===== src/rtl/pipelined_adder_pkg.sv =====
// Shared definitions for the pipelined adder/subtractor: operation encoding
// and helpers that derive and validate the per-stage chunk width.
package pipelined_adder_pkg;

  typedef enum logic {
    OP_ADD = 1'b0,
    OP_SUB = 1'b1
  } op_e;

  function automatic int chunk_w(input int width, input int stages);
    return width / stages;
  endfunction

  function automatic bit cfg_ok(input int width, input int stages);
    return (stages >= 1) && (stages <= width) && ((width % stages) == 0);
  endfunction

endpackage


===== src/rtl/adder_chunk.sv =====
// Combinational W-bit ripple of full adders; also exposes the carry into the
// chunk's top bit so the last stage can form signed overflow.
module adder_chunk #(
  parameter int W = 4
) (
  input  logic [W-1:0] a,
  input  logic [W-1:0] b,
  input  logic         cin,
  output logic [W-1:0] sum,
  output logic         cout,
  output logic         c_msb_in
);

  always_comb begin
    logic carry;
    carry    = cin;
    sum      = '0;
    c_msb_in = 1'b0;
    for (int i = 0; i < W; i++) begin
      if (i == W - 1) c_msb_in = carry;
      sum[i] = a[i] ^ b[i] ^ carry;
      carry  = (a[i] & b[i]) | (carry & (a[i] ^ b[i]));
    end
    cout = carry;
  end

endmodule


===== src/rtl/pipelined_adder.sv =====
// WIDTH-bit adder/subtractor split into STAGES register-separated carry chunks,
// with a single global advance so a stalled output freezes the whole pipe.
module pipelined_adder
  import pipelined_adder_pkg::*;
#(
  parameter int WIDTH  = 16,
  parameter int STAGES = 4
) (
  input  logic             clk,
  input  logic             rst,
  input  logic             in_valid,
  output logic             in_ready,
  input  logic [WIDTH-1:0] a,
  input  logic [WIDTH-1:0] b,
  input  logic             cin,
  input  logic             sub,
  output logic             out_valid,
  input  logic             out_ready,
  output logic [WIDTH-1:0] sum,
  output logic             cout,
  output logic             ovf
);

  localparam int CHUNK  = chunk_w(WIDTH, STAGES);
  localparam bit CFG_OK = cfg_ok(WIDTH, STAGES);

  if (!CFG_OK) begin : g_cfg_err
    $error("pipelined_adder: WIDTH must be divisible by STAGES and STAGES in 1..WIDTH");
  end

  logic             adv;
  op_e              op;
  logic [WIDTH-1:0] b_eff;
  logic             c0;
  logic             ovf_q;

  // Per-stage register outputs, exposed as arrays so stage k can read stage k-1.
  logic [WIDTH-1:0] a_st    [STAGES];
  logic [WIDTH-1:0] b_st    [STAGES];
  logic [WIDTH-1:0] s_st    [STAGES];
  logic             c_st    [STAGES];
  logic             v_st    [STAGES];
  logic             cmsb_st [STAGES];

  assign op       = op_e'(sub);
  assign b_eff    = (op == OP_SUB) ? ~b : b;
  assign c0       = (op == OP_SUB) ? 1'b1 : cin;
  assign adv      = ~out_valid | out_ready;
  assign in_ready = adv;

  for (genvar gi = 0; gi < STAGES; gi++) begin : g_stage
    logic [WIDTH-1:0] a_in, b_in, s_in, s_d;
    logic [WIDTH-1:0] a_q, b_q, s_q;
    logic             c_in, v_in;
    logic             c_q, v_q;
    logic [CHUNK-1:0] chunk_sum;
    logic             chunk_cout;

    if (gi == 0) begin : g_head
      assign a_in = a;
      assign b_in = b_eff;
      assign c_in = c0;
      assign s_in = '0;
      assign v_in = in_valid;
    end else begin : g_body
      assign a_in = a_st[gi-1];
      assign b_in = b_st[gi-1];
      assign c_in = c_st[gi-1];
      assign s_in = s_st[gi-1];
      assign v_in = v_st[gi-1];
    end

    adder_chunk #(.W(CHUNK)) u_chunk (
      .a        (a_in[gi*CHUNK +: CHUNK]),
      .b        (b_in[gi*CHUNK +: CHUNK]),
      .cin      (c_in),
      .sum      (chunk_sum),
      .cout     (chunk_cout),
      .c_msb_in (cmsb_st[gi])
    );

    always_comb begin
      s_d = s_in;
      s_d[gi*CHUNK +: CHUNK] = chunk_sum;
    end

    always_ff @(posedge clk or posedge rst) begin
      if (rst) begin
        v_q <= 1'b0;
        a_q <= '0;
        b_q <= '0;
        s_q <= '0;
        c_q <= 1'b0;
      end else if (adv) begin
        v_q <= v_in;
        a_q <= a_in;
        b_q <= b_in;
        s_q <= s_d;
        c_q <= chunk_cout;
      end
    end

    if (gi == STAGES - 1) begin : g_ovf
      always_ff @(posedge clk or posedge rst) begin
        if (rst) begin
          ovf_q <= 1'b0;
        end else if (adv) begin
          ovf_q <= cmsb_st[gi] ^ chunk_cout;
        end
      end
    end

    assign a_st[gi] = a_q;
    assign b_st[gi] = b_q;
    assign s_st[gi] = s_q;
    assign c_st[gi] = c_q;
    assign v_st[gi] = v_q;
  end

  assign out_valid = v_st[STAGES-1];
  assign sum       = s_st[STAGES-1];
  assign cout      = c_st[STAGES-1];
  assign ovf       = ovf_q;

endmodule


===== config.mk =====
export PLATFORM = sky130hd
export DESIGN_NAME = pipelined_adder
export DESIGN_NICKNAME = d
export VERILOG_FILES = /design/src/rtl/pipelined_adder_pkg.sv /design/src/rtl/adder_chunk.sv /design/src/rtl/pipelined_adder.sv
export SDC_FILE = /design/constraint.sdc
export NUM_CORES = 1
export LEC_CHECK = 0
export CORE_MARGIN = 2
export CORE_UTILIZATION = 40
export DETAILED_ROUTE_END_ITERATION = 10
export PLACE_DENSITY = 0.65
export SLEW_MARGIN = 20
export SYNTH_ARGS = -nofsm -noshare
export SYNTH_HDL_FRONTEND = slang
export SYNTH_SLANG_ARGS = --single-unit

===== constraint.sdc =====
create_clock -name clk -period 10.2 [get_ports clk]
set_clock_uncertainty 0.1 [all_clocks]
set_input_delay 2.04 -clock clk [delete_from_list [all_inputs] [get_ports clk]]
set_output_delay 2.04 -clock clk [all_outputs]
set_load 0.005 [all_outputs]

==> flow_metrics.py, run 1 <==
metrics = {
    "die": {
        "die_y_um": 107,
        "io-pin-count": 58,
        "core_area_mm2": 0.0103,
        "design.die.area_mm2": 0.0115,
        "dieWidth_um": 107,
        "initial_utilization_pct": 41.3,
        "num_rows": 37,
    },
    "clock_network": {
        "clkTransAtPathRegs_ps": 90,
        "post_cts.resized_instances": 0,
        "cts_htree_levels": 3,
        "post-cts-setup-buffers": 0,
        "cts.root.buffer_cell": "sky130_fd_sc_hd__clkbuf_8",
        "cts_sinks": 97,
        "tritoncts.num_buffers": 9,
        "clk_path_buf_depth": 2,
        "tritoncts": "built",
        "clkLatencyLatePin_ps": 350,
        "cts_hold_repair.buffers": 0,
    },
    "global_route": {
        "grt.busiest_layer": "met2",
        "grtUsageMet3_pct": 2.67,
        "met1_usage_pct": 17.4,
        "grt_util_all_layers_pct": 12.8,
        "grt_antenna_before_repair": 0,
        "first_global_vias": 2334,
        "grt_max_degree": 79,
        "grt_pass1_wl_um": 11500,
        "global_route.usage.met2_pct": 20.1,
        "overflow": 0,
    },
    "power_and_ir_drop": {
        "vdd.ir_drop.worst_uv": 115,
        "power.share.combinational_pct": 36.8,
        "total_leakage_power_nw": 2.19,
        "cellInternalPower_w": 0.00100,
        "power.net_switching_w": 0.000431,
        "power.share.clock_pct": 17.6,
        "power_switching_share_pct": 30.1,
        "power.density_mw_per_mm2": 279,
        "seq_power_share_pct": 45.7,
    },
    "drt": {
        "routed_length_per_instance_um": 13.9,
        "route.final.wire_length_um": 6670,
        "detail_route.vias_per_cell": 4.58,
        "drt-initial-drc-count": 51,
        "drc": 0,
        "dr_total_vias": 2193,
        "first_pass_iters": 4,
        "drt.antenna.violating_nets": 0,
    },
    "cells_and_area": {
        "area_growth_pct": 20.3,
        "stdcell_area_mm2": 0.00513,
        "layout.cells.most_common_list": "sky130_fd_sc_hd__dfrtp_1, sky130_fd_sc_hd__mux2_2, sky130_fd_sc_hd__clkdlybuf4s50_1",
        "diodes": 0,
        "finish.net_count": 392,
        "drive_gt1_share_pct": 32.9,
        "most_common_library_cell_in_the_layout_ignoring_fill_and_taps": "sky130_fd_sc_hd__dfrtp_1",
        "fillerInstances": 911,
        "final_util_pct": 49.7,
    },
    "synthesis": {
        "netlist_instances": 282,
        "synthDistinctLibCells": 18,
        "net_count_after_synthesis": 336,
        "yosysSeqAreaShare_pct": 56.9,
        "netlist_area_mm2": 0.00426,
        "avgSynthCellArea_um2": 15.1,
        "synth_warnings": 0,
        "postSynthRegisterBits": 97,
    },
    "setup_path": {
        "critical-path-slowest-cell": "sky130_fd_sc_hd__clkdlybuf4s50_1",
        "critPathMaxStageDelay_ps": 770,
        "crit_type": "in -> out",
        "critical_path.startpoint_type": "input port",
        "arrival_ps": 3800,
        "cell_chain_critical_path": "clkdlybuf4s50_1 -> nand2b_4 -> clkdlybuf4s50_1",
        "worst-endpoint-required_ps": 8060,
        "setup.worst_path.end_class": "output pin",
        "critPathTopFamily": "buffers and inverters",
        "timing.critical_path.depth": 3,
        "worst_path_most_repeated_cell": "sky130_fd_sc_hd__clkdlybuf4s50_1",
        "cp_max_fo": 21,
        "worst-r2r-cell-count": 3,
        "worst_path_buffer_plus_inverter_count": 2,
    },
    "run": {
        "maxCapViolCount": 0,
    },
    "sta": {
        "relSlewSlack_pct": 33.1,
        "post-route-period-util_pct": 58.2,
        "final_max_slew_viol_count": 0,
        "fin_tns_setup_ps": 0,
        "fin_crit_ps": 5940,
        "rsz0062_at_grt": "false",
        "timing_hold_violations_final": 0,
        "setup-violations-final": 0,
        "hold_ws_ps": 394,
        "worst_pin_slew_ps": 1000,
        "fmaxAchievable_mhz": 168,
    },
    "outcome": {
        "outcome": "finished, final reports clean",
    },
    "placed_design": {
        "placement.cell_area_mm2": 0.00493,
        "hpwl_um": 4480,
        "numPortBuffers": 57,
        "routabilityCongestion": 0.720,
    },
    "min_path": {
        "hp_class": "reg -> reg",
        "worstHoldPathCells": 1,
    },
}
## stage by stage
step           instances  total power, W  setup WS, ps
6_report             479         0.00143          4260
5_1_grt              479         0.00155          4120
4_1_cts              479         0.00146          4200
3_5_place_dp         463         0.00120          4200
3_3_place_gp         463         0.00119          4250
2_1_floorplan        282         0.00102          5370
## power by group through the flow
stage               combinational [W]  sequential, W  clock, W
floorplan                    0.000387       0.000638         0
global placement             0.000527       0.000659         0
detailed placement           0.000536       0.000667         0
CTS                          0.000541       0.000659  0.000260
global route                 0.000588       0.000684  0.000274
finish                       0.000527       0.000655  0.000252
## layout make-up
class / count / area [um^2] / share of cell area (%)
tap: 136 / 170 / 3.32
clock buffer: 9 / 124 / 2.42
timing repair buffer: 60 / 593 / 11.6
clock inverter: 7 / 76.3 / 1.49
multi-input combinational: 143 / 1630 / 31.9
inverter: 27 / 104 / 2.02
sequential: 97 / 2430 / 47.3
## final timing paths
path | slack, ps | end | startpoint
min in group asynchronous | 1980 | sum[7] | rst
min | 390 | out_valid | g_stage[2].v_q
max | 4260 | in_ready | out_ready
max reg2reg | 7770 | g_stage[2].b_q[14] | out_valid
max in group asynchronous | 6960 | g_stage[0].a_q[6] | rst
min reg2reg | 390 | out_valid | g_stage[2].v_q
## metal layers
metal | wire length, um | share of wire [%]
met1 | 3030 | 45
met2 | 3310 | 50
met3 | 214 | 3.2
met4 | 111 | 1.7
met5 | 0 | 0
## flip-flops by register name, indices dropped and copies added, names as in the netlist
name and count:
g_stage.s_q 24, g_stage.a_q 24, g_stage.b_q 24, g_stage.c_q 3
out_valid 1, ovf 1, sum 16, cout 1
g_stage.v_q 3
## synthesized netlist by cell type
| master | number | area share [%] |
|---|---|---|
| sky130_fd_sc_hd__xor2_1 | 12 | 2.5 |
| sky130_fd_sc_hd__clkbuf_1 | 2 | 0.18 |
| sky130_fd_sc_hd__buf_6 | 4 | 1.1 |
| sky130_fd_sc_hd__a21oi_2 | 9 | 1.8 |
| sky130_fd_sc_hd__nor2_1 | 1 | 0.088 |
| sky130_fd_sc_hd__nand2b_1 | 1 | 0.15 |
| sky130_fd_sc_hd__dfrtp_1 | 97 | 57 |
| sky130_fd_sc_hd__a21oi_1 | 2 | 0.23 |
| sky130_fd_sc_hd__nor3b_1 | 11 | 1.9 |
| sky130_fd_sc_hd__xnor2_1 | 5 | 1.0 |
| sky130_fd_sc_hd__mux2i_1 | 2 | 0.47 |
| sky130_fd_sc_hd__inv_1 | 27 | 2.4 |
| sky130_fd_sc_hd__mux2_2 | 79 | 21 |
| sky130_fd_sc_hd__nand2b_4 | 1 | 0.32 |
| sky130_fd_sc_hd__fa_1 | 16 | 7.5 |
| sky130_fd_sc_hd__mux2_4 | 4 | 1.4 |
| sky130_fd_sc_hd__buf_4 | 1 | 0.18 |
| sky130_fd_sc_hd__buf_2 | 8 | 0.94 |
## cells by family (layout without fill, tap and decap cells)
logic type	after synthesis	after routing	share of synthesized area, %
buf+inv	42	103	4.73
xor+xnor	17	17	3.49
fa+ha+maj	16	16	7.51
flops	97	97	56.9
compound gates	11	11	2.08
simple gates	14	14	2.49
mux	85	85	22.7
## worst reg2reg max path: stages (launching register included)
cell and delay (ps):
sky130_fd_sc_hd__dfrtp_1 560, sky130_fd_sc_hd__nand2b_4 340, sky130_fd_sc_hd__buf_4 810, sky130_fd_sc_hd__mux2_2 510
Power figures use the tool's default switching activity.
==> run 2, diff against run 1 <==
--- a/config.mk
+++ b/config.mk
@@ -8,7 +8,7 @@
 export CORE_MARGIN = 2
 export CORE_UTILIZATION = 40
 export DETAILED_ROUTE_END_ITERATION = 10
-export PLACE_DENSITY = 0.65
+export PLACE_DENSITY = 0.68
 export SLEW_MARGIN = 20
 export SYNTH_ARGS = -nofsm -noshare
 export SYNTH_HDL_FRONTEND = slang
==> constraint.sdc (replaced) <==
create_clock -name clk -period 5.33 [get_ports clk]
set_clock_uncertainty 0.1 [all_clocks]
set_input_delay 1.066 -clock clk [delete_from_list [all_inputs] [get_ports clk]]
set_output_delay 1.066 -clock clk [all_outputs]
set_load 0.005 [all_outputs]
==> run 2 against run 1 <==
  * Sequential cell count did not move
  * Combinational power up 88%
  * Clock power rose by 87%
  * Final cell count grew 0.21%
  * Non-clock buffer count increased by 1
  * Sequential power increased by 91%
  * Critical path type unchanged
  * Largest cell class unchanged
==> flow_metrics.py, run 2 (same netlist as run 1, synthesis figures left out) <==
metrics = {
    "setup_path": {
        "cell_chain_critical_path": "clkdlybuf4s50_1 -> buf_4 -> nand2b_4 -> clkdlybuf4s50_1",
        "worst_path_most_repeated_cell": "sky130_fd_sc_hd__clkdlybuf4s50_1",
        "arrival_ps": 2720,
        "worst_path_buffer_plus_inverter_count": 3,
        "setup.worst_path.end_class": "output pin",
        "critPathMaxStageDelay_ps": 590,
        "timing.rr.start": "out_valid",
        "cp_max_fo": 30,
        "worst-endpoint-required_ps": 4160,
        "crit_type": "in -> out",
        "critPathTopFamily": "buffers and inverters",
        "cp-startpoint": "out_ready",
        "critical-path-slowest-cell": "sky130_fd_sc_hd__clkdlybuf4s50_1",
        "critical_path.startpoint_type": "input port",
    },
    "global_route": {
        "first_global_vias": 2442,
        "grt_util_all_layers_pct": 12.8,
        "grt_max_degree": 70,
        "overflow": 0,
        "grt_pass1_wl_um": 11500,
        "grt_antenna_before_repair": 0,
    },
    "clock_network": {
        "clkLatencyLatePin_ps": 350,
        "tritoncts": "built",
        "clkTransAtPathRegs_ps": 80,
        "cts.root.buffer_cell": "sky130_fd_sc_hd__clkbuf_8",
        "tritoncts.num_buffers": 9,
        "cts_htree_levels": 3,
        "post-cts-setup-buffers": 0,
        "post_cts.resized_instances": 0,
        "clk_path_buf_depth": 2,
        "cts_sinks": 97,
        "cts_hold_repair.buffers": 0,
    },
    "drt": {
        "first_pass_iters": 4,
        "dr_total_vias": 2206,
        "routed_length_per_instance_um": 13.7,
        "drt.antenna.violating_nets": 0,
        "drc": 0,
        "drt-initial-drc-count": 54,
        "route.final.wire_length_um": 6580,
        "detail_route.vias_per_cell": 4.60,
    },
    "sta": {
        "relSlewSlack_pct": 40.6,
        "worst_pin_slew_ps": 891,
        "post-route-period-util_pct": 72.9,
        "setup-violations-final": 0,
        "fin_ws_ps": 1450,
        "fmaxAchievable_mhz": 258,
        "rsz0062_at_grt": "false",
        "fin_tns_setup_ps": 0,
        "fin_crit_ps": 3880,
        "final_max_slew_viol_count": 0,
        "timing_hold_violations_final": 0,
    },
    "power_and_ir_drop": {
        "power.share.clock_pct": 17.3,
        "vdd.ir_drop.worst_uv": 216,
        "seq_power_share_pct": 46.1,
        "power.share.combinational_pct": 36.6,
        "power_switching_share_pct": 29.1,
        "cellInternalPower_w": 0.00192,
        "total_leakage_power_nw": 2.20,
        "power.net_switching_w": 0.000790,
        "power.density_mw_per_mm2": 529,
    },
    "outcome": {
        "outcome": "finished, final reports clean",
    },
    "cells_and_area": {
        "drive_gt1_share_pct": 32.3,
        "largestRegisters": "g_stage.a_q: 24 flops, g_stage.b_q: 24 flops, g_stage.s_q: 24 flops",
        "finish.net_count": 393,
        "diodes": 0,
        "layout.cells.most_common_list": "sky130_fd_sc_hd__dfrtp_1, sky130_fd_sc_hd__mux2_2, sky130_fd_sc_hd__clkdlybuf4s50_1",
        "area_growth_pct": 20.2,
        "most_common_library_cell_in_the_layout_ignoring_fill_and_taps": "sky130_fd_sc_hd__dfrtp_1",
    },
    "die": {
        "die_y_um": 107,
        "initial_utilization_pct": 41.3,
        "dieWidth_um": 107,
        "core_area_mm2": 0.0103,
        "io-pin-count": 58,
        "design.die.area_mm2": 0.0115,
        "num_rows": 37,
    },
    "placed_design": {
        "pre_cts_slack_ps": 1240,
        "numPortBuffers": 57,
        "hpwl_um": 4500,
        "routabilityCongestion": 0.745,
    },
    "min_path": {
        "holdCritStartpoint": "g_stage[2].v_q",
        "hp_class": "reg -> reg",
    },
    "run": {
        "maxCapViolCount": 0,
    },
}
run 2: cell type report:
class	instances	area (um^2)
inverters	27	104
clock buffers	13	149
well taps	136	170
flip-flops and latches	97	2430
multi-input cells	143	1630
clock inverters	3	40.0
repair buffers	61	601
fillers	896	5200
run 2: per-layer routing:
| layer | GRT usage (%) | vias up | part of all wire, % |
|---|---|---|---|
| li1 | - | 1049 | - |
| met3 | 3.40 | 8 | 4.1 |
| met2 | 20.2 | 30 | 48 |
| met4 | 4.73 | 0 | 1.5 |
| met5 | 0 | - | 0 |
| met1 | 17.0 | 1119 | 47 |
run 2: path summary, 6_finish.rpt:
kind                                      to  slack [ps]  cells after the start
max in group asynchronous  g_stage[1].s_q[4]        3070                      3
max reg2reg                           sum[4]        2910                      3
min reg2reg                        out_valid         360                      1
min in group asynchronous             sum[7]        1070                      2
max                                 in_ready        1450                      4
min                                out_valid         360                      1
run 2: power groups by stage:
stage          Combinational, W  Sequential, W  Clock [W]
3_3_place_gp           0.000994        0.00126          0
6_report               0.000993        0.00125   0.000470
4_1_cts                 0.00102        0.00126   0.000485
5_1_grt                 0.00113        0.00130   0.000511
3_5_place_dp            0.00101        0.00127          0
2_1_floorplan          0.000741        0.00122          0
run 2: worst reg2reg max path, delay by kind of cell (launching register included):
family | cells | cell delay, ps
buffers and inverters | 1 | 790
DFF | 1 | 550
and+or+nand+nor | 1 | 410
muxes | 1 | 470
run 2: through the flow:
step                utilization (%)  hold WS [ps]  instance area, um^2  power, W  std cells
floorplan                         -           330                 4260   0.00196        282
finish                         49.6           363                 5120   0.00271        480
CTS                            49.6           365                 5120   0.00276        480
global placement               47.8           344                 4940   0.00226        464
detailed placement             47.8           345                 4940   0.00228        464
global route                   49.6           390                 5120   0.00294        480
